## config.mk

```make
export PLATFORM = sky130hd
export DESIGN_NAME = input_conditioner
export DESIGN_NICKNAME = d
export VERILOG_FILES = /design/src/rtl/input_conditioner.sv
export SDC_FILE = /design/constraint.sdc
export NUM_CORES = 1
export LEC_CHECK = 0
export ABC_AREA = 0
export CORE_ASPECT_RATIO = 0.7
export CORE_MARGIN = 2
export CORE_UTILIZATION = 35
export CTS_BUF_LIST = sky130_fd_sc_hd__clkbuf_16
export CTS_CLUSTER_SIZE = 25
export DETAILED_ROUTE_END_ITERATION = 16
export DONT_BUFFER_PORTS = 1
export PLACE_DENSITY = 0.49
export SETUP_SLACK_MARGIN = 0.4
export SLEW_MARGIN = 10
export SYNTH_ARGS = -nofsm -noshare
export SYNTH_HDL_FRONTEND = slang
export SYNTH_SLANG_ARGS = --single-unit
```

## constraint.sdc

```tcl
create_clock -name clk -period 3.2 [get_ports clk]
set_input_delay 0.64 -clock clk [delete_from_list [all_inputs] [get_ports clk]]
set_output_delay 0.64 -clock clk [all_outputs]
set_load 0.03 [all_outputs]
```

## src/rtl/input_conditioner.sv

```systemverilog
`default_nettype none
// ============================================================================
// Module      : input_conditioner
// Description : Conditions a raw switch/pin input before it reaches the
//               consecutive-value detector FSM.
//               - SYNC_STAGES-deep synchroniser into clk
//               - prescaler that produces a sample tick every PRESCALE
//                 enabled cycles
//               - four-state debouncer that needs DEB_CYCLES agreeing ticks
//                 before it accepts a new level
//               - one-cycle rise/fall strobes on each accepted change
//               - saturating count of rejected candidate changes
// Ports       : clk        system clock, rising edge
//               rst        asynchronous, active-high reset
//               raw_in     unsynchronised raw input
//               en         sampling enable (0 freezes prescaler and FSM)
//               w_out      debounced level (drives downstream FSM w)
//               rise       one-clk strobe on w_out 0->1
//               fall       one-clk strobe on w_out 1->0
//               bouncing   high while a candidate change is being qualified
//               glitch_cnt saturating count of aborted qualifications
// Revision    : 1.0 - initial release
// ============================================================================
module input_conditioner #(
    parameter int SYNC_STAGES = 2,
    parameter int DEB_CYCLES  = 4,
    parameter int DEB_W       = 8,
    parameter int PRESCALE    = 1,
    parameter int PS_W        = 16
) (
    input  logic       clk,
    input  logic       rst,
    input  logic       raw_in,
    input  logic       en,
    output logic       w_out,
    output logic       rise,
    output logic       fall,
    output logic       bouncing,
    output logic [7:0] glitch_cnt
);

    localparam logic [DEB_W-1:0] DEB_LAST  = DEB_W'(DEB_CYCLES - 1);
    localparam logic [DEB_W-1:0] DEB_ONE   = DEB_W'(1);
    localparam logic [PS_W-1:0]  PS_LAST   = PS_W'(PRESCALE - 1);
    localparam logic [7:0]       GLC_MAX   = 8'hFF;

    typedef enum logic [1:0] {
        ST_LO     = 2'd0,
        ST_CHK_HI = 2'd1,
        ST_HI     = 2'd2,
        ST_CHK_LO = 2'd3
    } state_t;

    logic [SYNC_STAGES-1:0] sync_q;
    logic [PS_W-1:0]        ps_q;
    state_t                 state_q;
    logic [DEB_W-1:0]       deb_q;
    logic                   w_q;
    logic                   rise_q;
    logic                   fall_q;
    logic [7:0]             glitch_q;

    logic                   s;
    logic                   tick;
    logic [7:0]             glitch_d;

    // ------------------------------------------------------------------
    // Synchroniser: shifts every cycle, independent of en, so the
    // synchronised view stays current while sampling is paused.
    // ------------------------------------------------------------------
    always_ff @(posedge clk or posedge rst) begin
        if (rst) begin
            sync_q <= '0;
        end else begin
            sync_q <= {sync_q[SYNC_STAGES-2:0], raw_in};
        end
    end

    assign s = sync_q[SYNC_STAGES-1];

    // ------------------------------------------------------------------
    // Prescaler: wraps at PRESCALE-1; holds its count while en is low.
    // ------------------------------------------------------------------
    always_ff @(posedge clk or posedge rst) begin
        if (rst) begin
            ps_q <= '0;
        end else if (en) begin
            if (ps_q == PS_LAST) begin
                ps_q <= '0;
            end else begin
                ps_q <= ps_q + PS_W'(1);
            end
        end
    end

    assign tick = en && (ps_q == PS_LAST);

    // Abort increment that sticks at the top value instead of wrapping.
    assign glitch_d = (glitch_q == GLC_MAX) ? GLC_MAX : glitch_q + 8'd1;

    // ------------------------------------------------------------------
    // Debounce FSM. w_out and the strobes are registered here so they
    // change on exactly the same edge as the state.
    // ------------------------------------------------------------------
    always_ff @(posedge clk or posedge rst) begin
        if (rst) begin
            state_q  <= ST_LO;
            deb_q    <= '0;
            w_q      <= 1'b0;
            rise_q   <= 1'b0;
            fall_q   <= 1'b0;
            glitch_q <= 8'd0;
        end else begin
            // Strobes last one cycle unless re-armed below.
            rise_q <= 1'b0;
            fall_q <= 1'b0;
            if (tick) begin
                case (state_q)
                    ST_LO: begin
                        if (s) begin
                            if (DEB_CYCLES == 1) begin
                                state_q <= ST_HI;
                                w_q     <= 1'b1;
                                rise_q  <= 1'b1;
                            end else begin
                                state_q <= ST_CHK_HI;
                                deb_q   <= DEB_ONE;
                            end
                        end
                    end
                    ST_CHK_HI: begin
                        if (s) begin
                            if (deb_q == DEB_LAST) begin
                                state_q <= ST_HI;
                                deb_q   <= '0;
                                w_q     <= 1'b1;
                                rise_q  <= 1'b1;
                            end else begin
                                deb_q <= deb_q + DEB_ONE;
                            end
                        end else begin
                            state_q  <= ST_LO;
                            deb_q    <= '0;
                            glitch_q <= glitch_d;
                        end
                    end
                    ST_HI: begin
                        if (!s) begin
                            if (DEB_CYCLES == 1) begin
                                state_q <= ST_LO;
                                w_q     <= 1'b0;
                                fall_q  <= 1'b1;
                            end else begin
                                state_q <= ST_CHK_LO;
                                deb_q   <= DEB_ONE;
                            end
                        end
                    end
                    ST_CHK_LO: begin
                        if (!s) begin
                            if (deb_q == DEB_LAST) begin
                                state_q <= ST_LO;
                                deb_q   <= '0;
                                w_q     <= 1'b0;
                                fall_q  <= 1'b1;
                            end else begin
                                deb_q <= deb_q + DEB_ONE;
                            end
                        end else begin
                            state_q  <= ST_HI;
                            deb_q    <= '0;
                            glitch_q <= glitch_d;
                        end
                    end
                    default: begin
                        state_q <= ST_LO;
                        deb_q   <= '0;
                        w_q     <= 1'b0;
                    end
                endcase
            end
        end
    end

    assign w_out      = w_q;
    assign rise       = rise_q;
    assign fall       = fall_q;
    assign bouncing   = (state_q == ST_CHK_HI) || (state_q == ST_CHK_LO);
    assign glitch_cnt = glitch_q;

endmodule
`default_nettype wire

```

==> impl_metrics.json <==
{
  "slew_headroom_pct": 48.54,
  "fp-row-count": 22,
  "status": "completed",
  "period_needed_ps": 2289,
  "avgSynthCellArea_um2": 10.49,
  "final_max_slew_viol_count": 0,
  "die_area_mm2": 0.006200,
  "syn_to_final_growth_pct": 10.90,
  "synth_seq_area_share_pct": 50.00,
  "wl_um": 3853,
  "htreeDepth": 2,
  "max_stage_delay_ps": 570,
  "ios": 16,
  "path_cells": "inv_1 -> ha_1 -> nor4b_1 -> and4_1 -> o21ai_1 -> a22o_1",
  "grt_pass1_vias": 1445,
  "wire_per_inst_um": 14.76,
  "vias_per_cell": 5.356,
  "hold_start": "sync_q[0]$_DFF_PP0_",
  "grt_setup_unrepaired": "no",
  "p_per_area_mw_per_mm2": 673.4,
  "clk_pin_slew_worst_paths_ps": 60,
  "synth_ff_type": "dfrtp_1",
  "setup-violations-final": 0,
  "antenna_cells": 0,
  "initial_core_util_pct": 36.74,
  "nets": 196,
  "cap_violations": 0,
  "startpoint_type": "flop",
  "hold_path.class": "reg2reg",
  "worstPathMaxFanout": 14,
  "ys_types": 41,
  "fin_util_pct": 40.74,
  "finalCritPeriodShare_pct": 71.52,
  "drt_iter0_drc": 50,
  "clock_skew_ps": 5.690,
  "drc": 0,
  "antenna_found_initial": 0,
  "yosysWarnings": 0,
  "crit_buf_inv": 1,
  "ys_seq_elements": 39,
  "arrival_ps": 2450,
  "die_w_um": 93.26,
  "r2r-start": "ps_q[0]$_DFFE_PP0P_",
  "port_buffers": 0,
  "tightestPinTransition_ps": 771.0,
  "synth_area_mm2": 0.001952,
  "cp.required_ps": 3360,
  "cts_sinks": 39,
  "overflow": 0,
  "num_vias": 1398,
  "gp_congestion": 0.8605,
  "hpwl_um": 2837,
  "cp-end-kind": "flop",
  "ctsResizeCount": 0,
  "drt_pass1_iterations": 4,
  "worst_ir_drop_vdd_mv": 0.3510,
  "cts_hold_buffers": 0,
  "cts_tree": "done",
  "cts_setup_buffers": 0,
  "finalHoldViolCount": 0,
  "antenna_left": 0,
  "synthesis.nets": 194,
  "startpoint": "ps_q[0]$_DFFE_PP0P_",
  "cp_top_family": "simple AND/OR/NAND/NOR gates",
  "synthArstFlopShare_pct": 100.0,
  "grt_use_total_pct": 14.59,
  "synthCells": 186,
  "worstSetupPathType": "reg2reg",
  "design.core.area_mm2": 0.005313,
  "grt_start_max_net_pins": 22,
  "cts_buffers": 5,
  "p_leak_nw": 0.9272,
  "layout-drive-gt1-share_pct": 7.937,
  "clock_latency_ps": 280,
  "synth-edff-count": 0,
  "tns_ps": 0,
  "crit_path_top_delay_cell": "and4_1",
  "grt_pass1_wl_um": 6948,
  "clockRootBuffer": "clkbuf_16",
  "clk_path_buf_depth": 2,
  "max_freq_mhz": 436.9,
  "die_y_um": 66.48
}
registers in the layout, indices dropped and copies added (netlist names), named ones only:
| name | flops |
|---|---|
| ps_q | 16 |
| deb_q | 8 |
| glitch_cnt | 8 |
| sync_q | 2 |
| fall | 1 |
| rise | 1 |
| state_q | 1 |
| w_out | 1 |
cells in the final DEF, fill, tap and decap left out, types with 2 or more instances in the layout:
master and count:
a21oi_1 6, a2bb2oi_1 2, and2_1 2, and3_1 5
and4_1 4, buf_4 2, clkbuf_16 5, clkinv_1 2
dfrtp_1 39, ha_1 4, inv_1 8, mux2_2 3
mux2i_1 2, nand2_1 13, nand2b_1 2, nand3_1 8
nand4_1 8, nor2_1 12, nor2b_1 2, nor3_1 6
nor4_1 5, nor4b_1 2, o21a_1 3, o21ai_0 5
o2bb2ai_1 6, o31ai_1 2, xnor2_1 12, xor2_1 5
power breakdown:
part | switching (mW) | internal [mW]
Clock | 0.172 | 0.280
Sequential | 0.175 | 0.568
Combinational | 0.148 | 0.115
final cells by class:
type                            count  area (um2)
Fill cell                         525        3148
Inverter                            7       26.28
Multi-Input combinational cell    133       920.9
Sequential cell                    39       975.9
Tap cell                           72       90.09
Clock inverter                      3       11.26
Timing Repair Buffer                2       15.01
Clock buffer                        5       125.1
synth_stat cells, types with 3 or more instances:
library cell   n  share of area, %
a21oi_1        6               1.5
and3_1         5               1.6
and4_1         4               1.8
clkbuf_1       5              0.96
dfrtp_1       39                50
ha_1           4               2.6
inv_1          7               1.3
mux2_2         3               1.7
nand2_1       13               2.5
nand3_1        8               2.1
nand4_1        8               2.6
nor2_1        12               2.3
nor3_1         6               1.5
nor4_1         5               1.6
o21a_1         3               1.2
o21ai_0        5               1.3
o2bb2ai_1      6               2.7
xnor2_1       12               5.4
xor2_1         5               2.2
worst reg2reg max path: cells and delay by family (launching register included):
kind            cells  cell delay [ps]
flops               1              440
buf+inv             1               90
simple gates        2              870
compound gates      2              650
fa+ha+maj           1              130
metrics by stage:
step                instance area [um2]  worst slack [ps]  hold slack (ps)  power (mW)  cells
floorplan                          1952              1008            331.2      0.9386    186
global placement                   2028              1034            341.4       1.002    253
detailed placement                 2028             935.8            349.1       1.015    253
CTS                                2165             927.9            356.2       1.473    261
global route                       2165             608.0            367.7       1.570    261
finish                             2165             911.3            355.6       1.458    261
cell families after synthesis:
kind of cell	share of synthesized area (%)
xor gates and xnor gates	7.628
and+or+nand+nor	22.18
muxes	2.756
DFF	50.00
AOI/OAI and AO/OA	12.05
buffers and inverters	2.821
adders and majority gates	2.564
layer usage:
layer / vias to the layer above / GRT usage, % / wire (um)
met2: 28 / 22.84 / 1750
li1: 678 / - / -
met1: 682 / 18.71 / 1847
met4: 0 / 6.985 / 72
met5: - / 0 / 0
met3: 10 / 4.186 / 181
final timing paths:
kind                                        endpoint  slack, ps  cells after the start
setup / recovery                deb_q[1]$_DFFE_PP0P_        910                      6
hold / removal                   sync_q[1]$_DFF_PP0_        360                      0
setup reg to reg                deb_q[1]$_DFFE_PP0P_        910                      6
hold reg to reg                  sync_q[1]$_DFF_PP0_        360                      0
max in group asynchronous       deb_q[7]$_DFFE_PP0P_       2070                      2
min in group asynchronous  glitch_cnt[6]$_DFFE_PP0P_        390                      1
(Power assumes the default switching activity.)
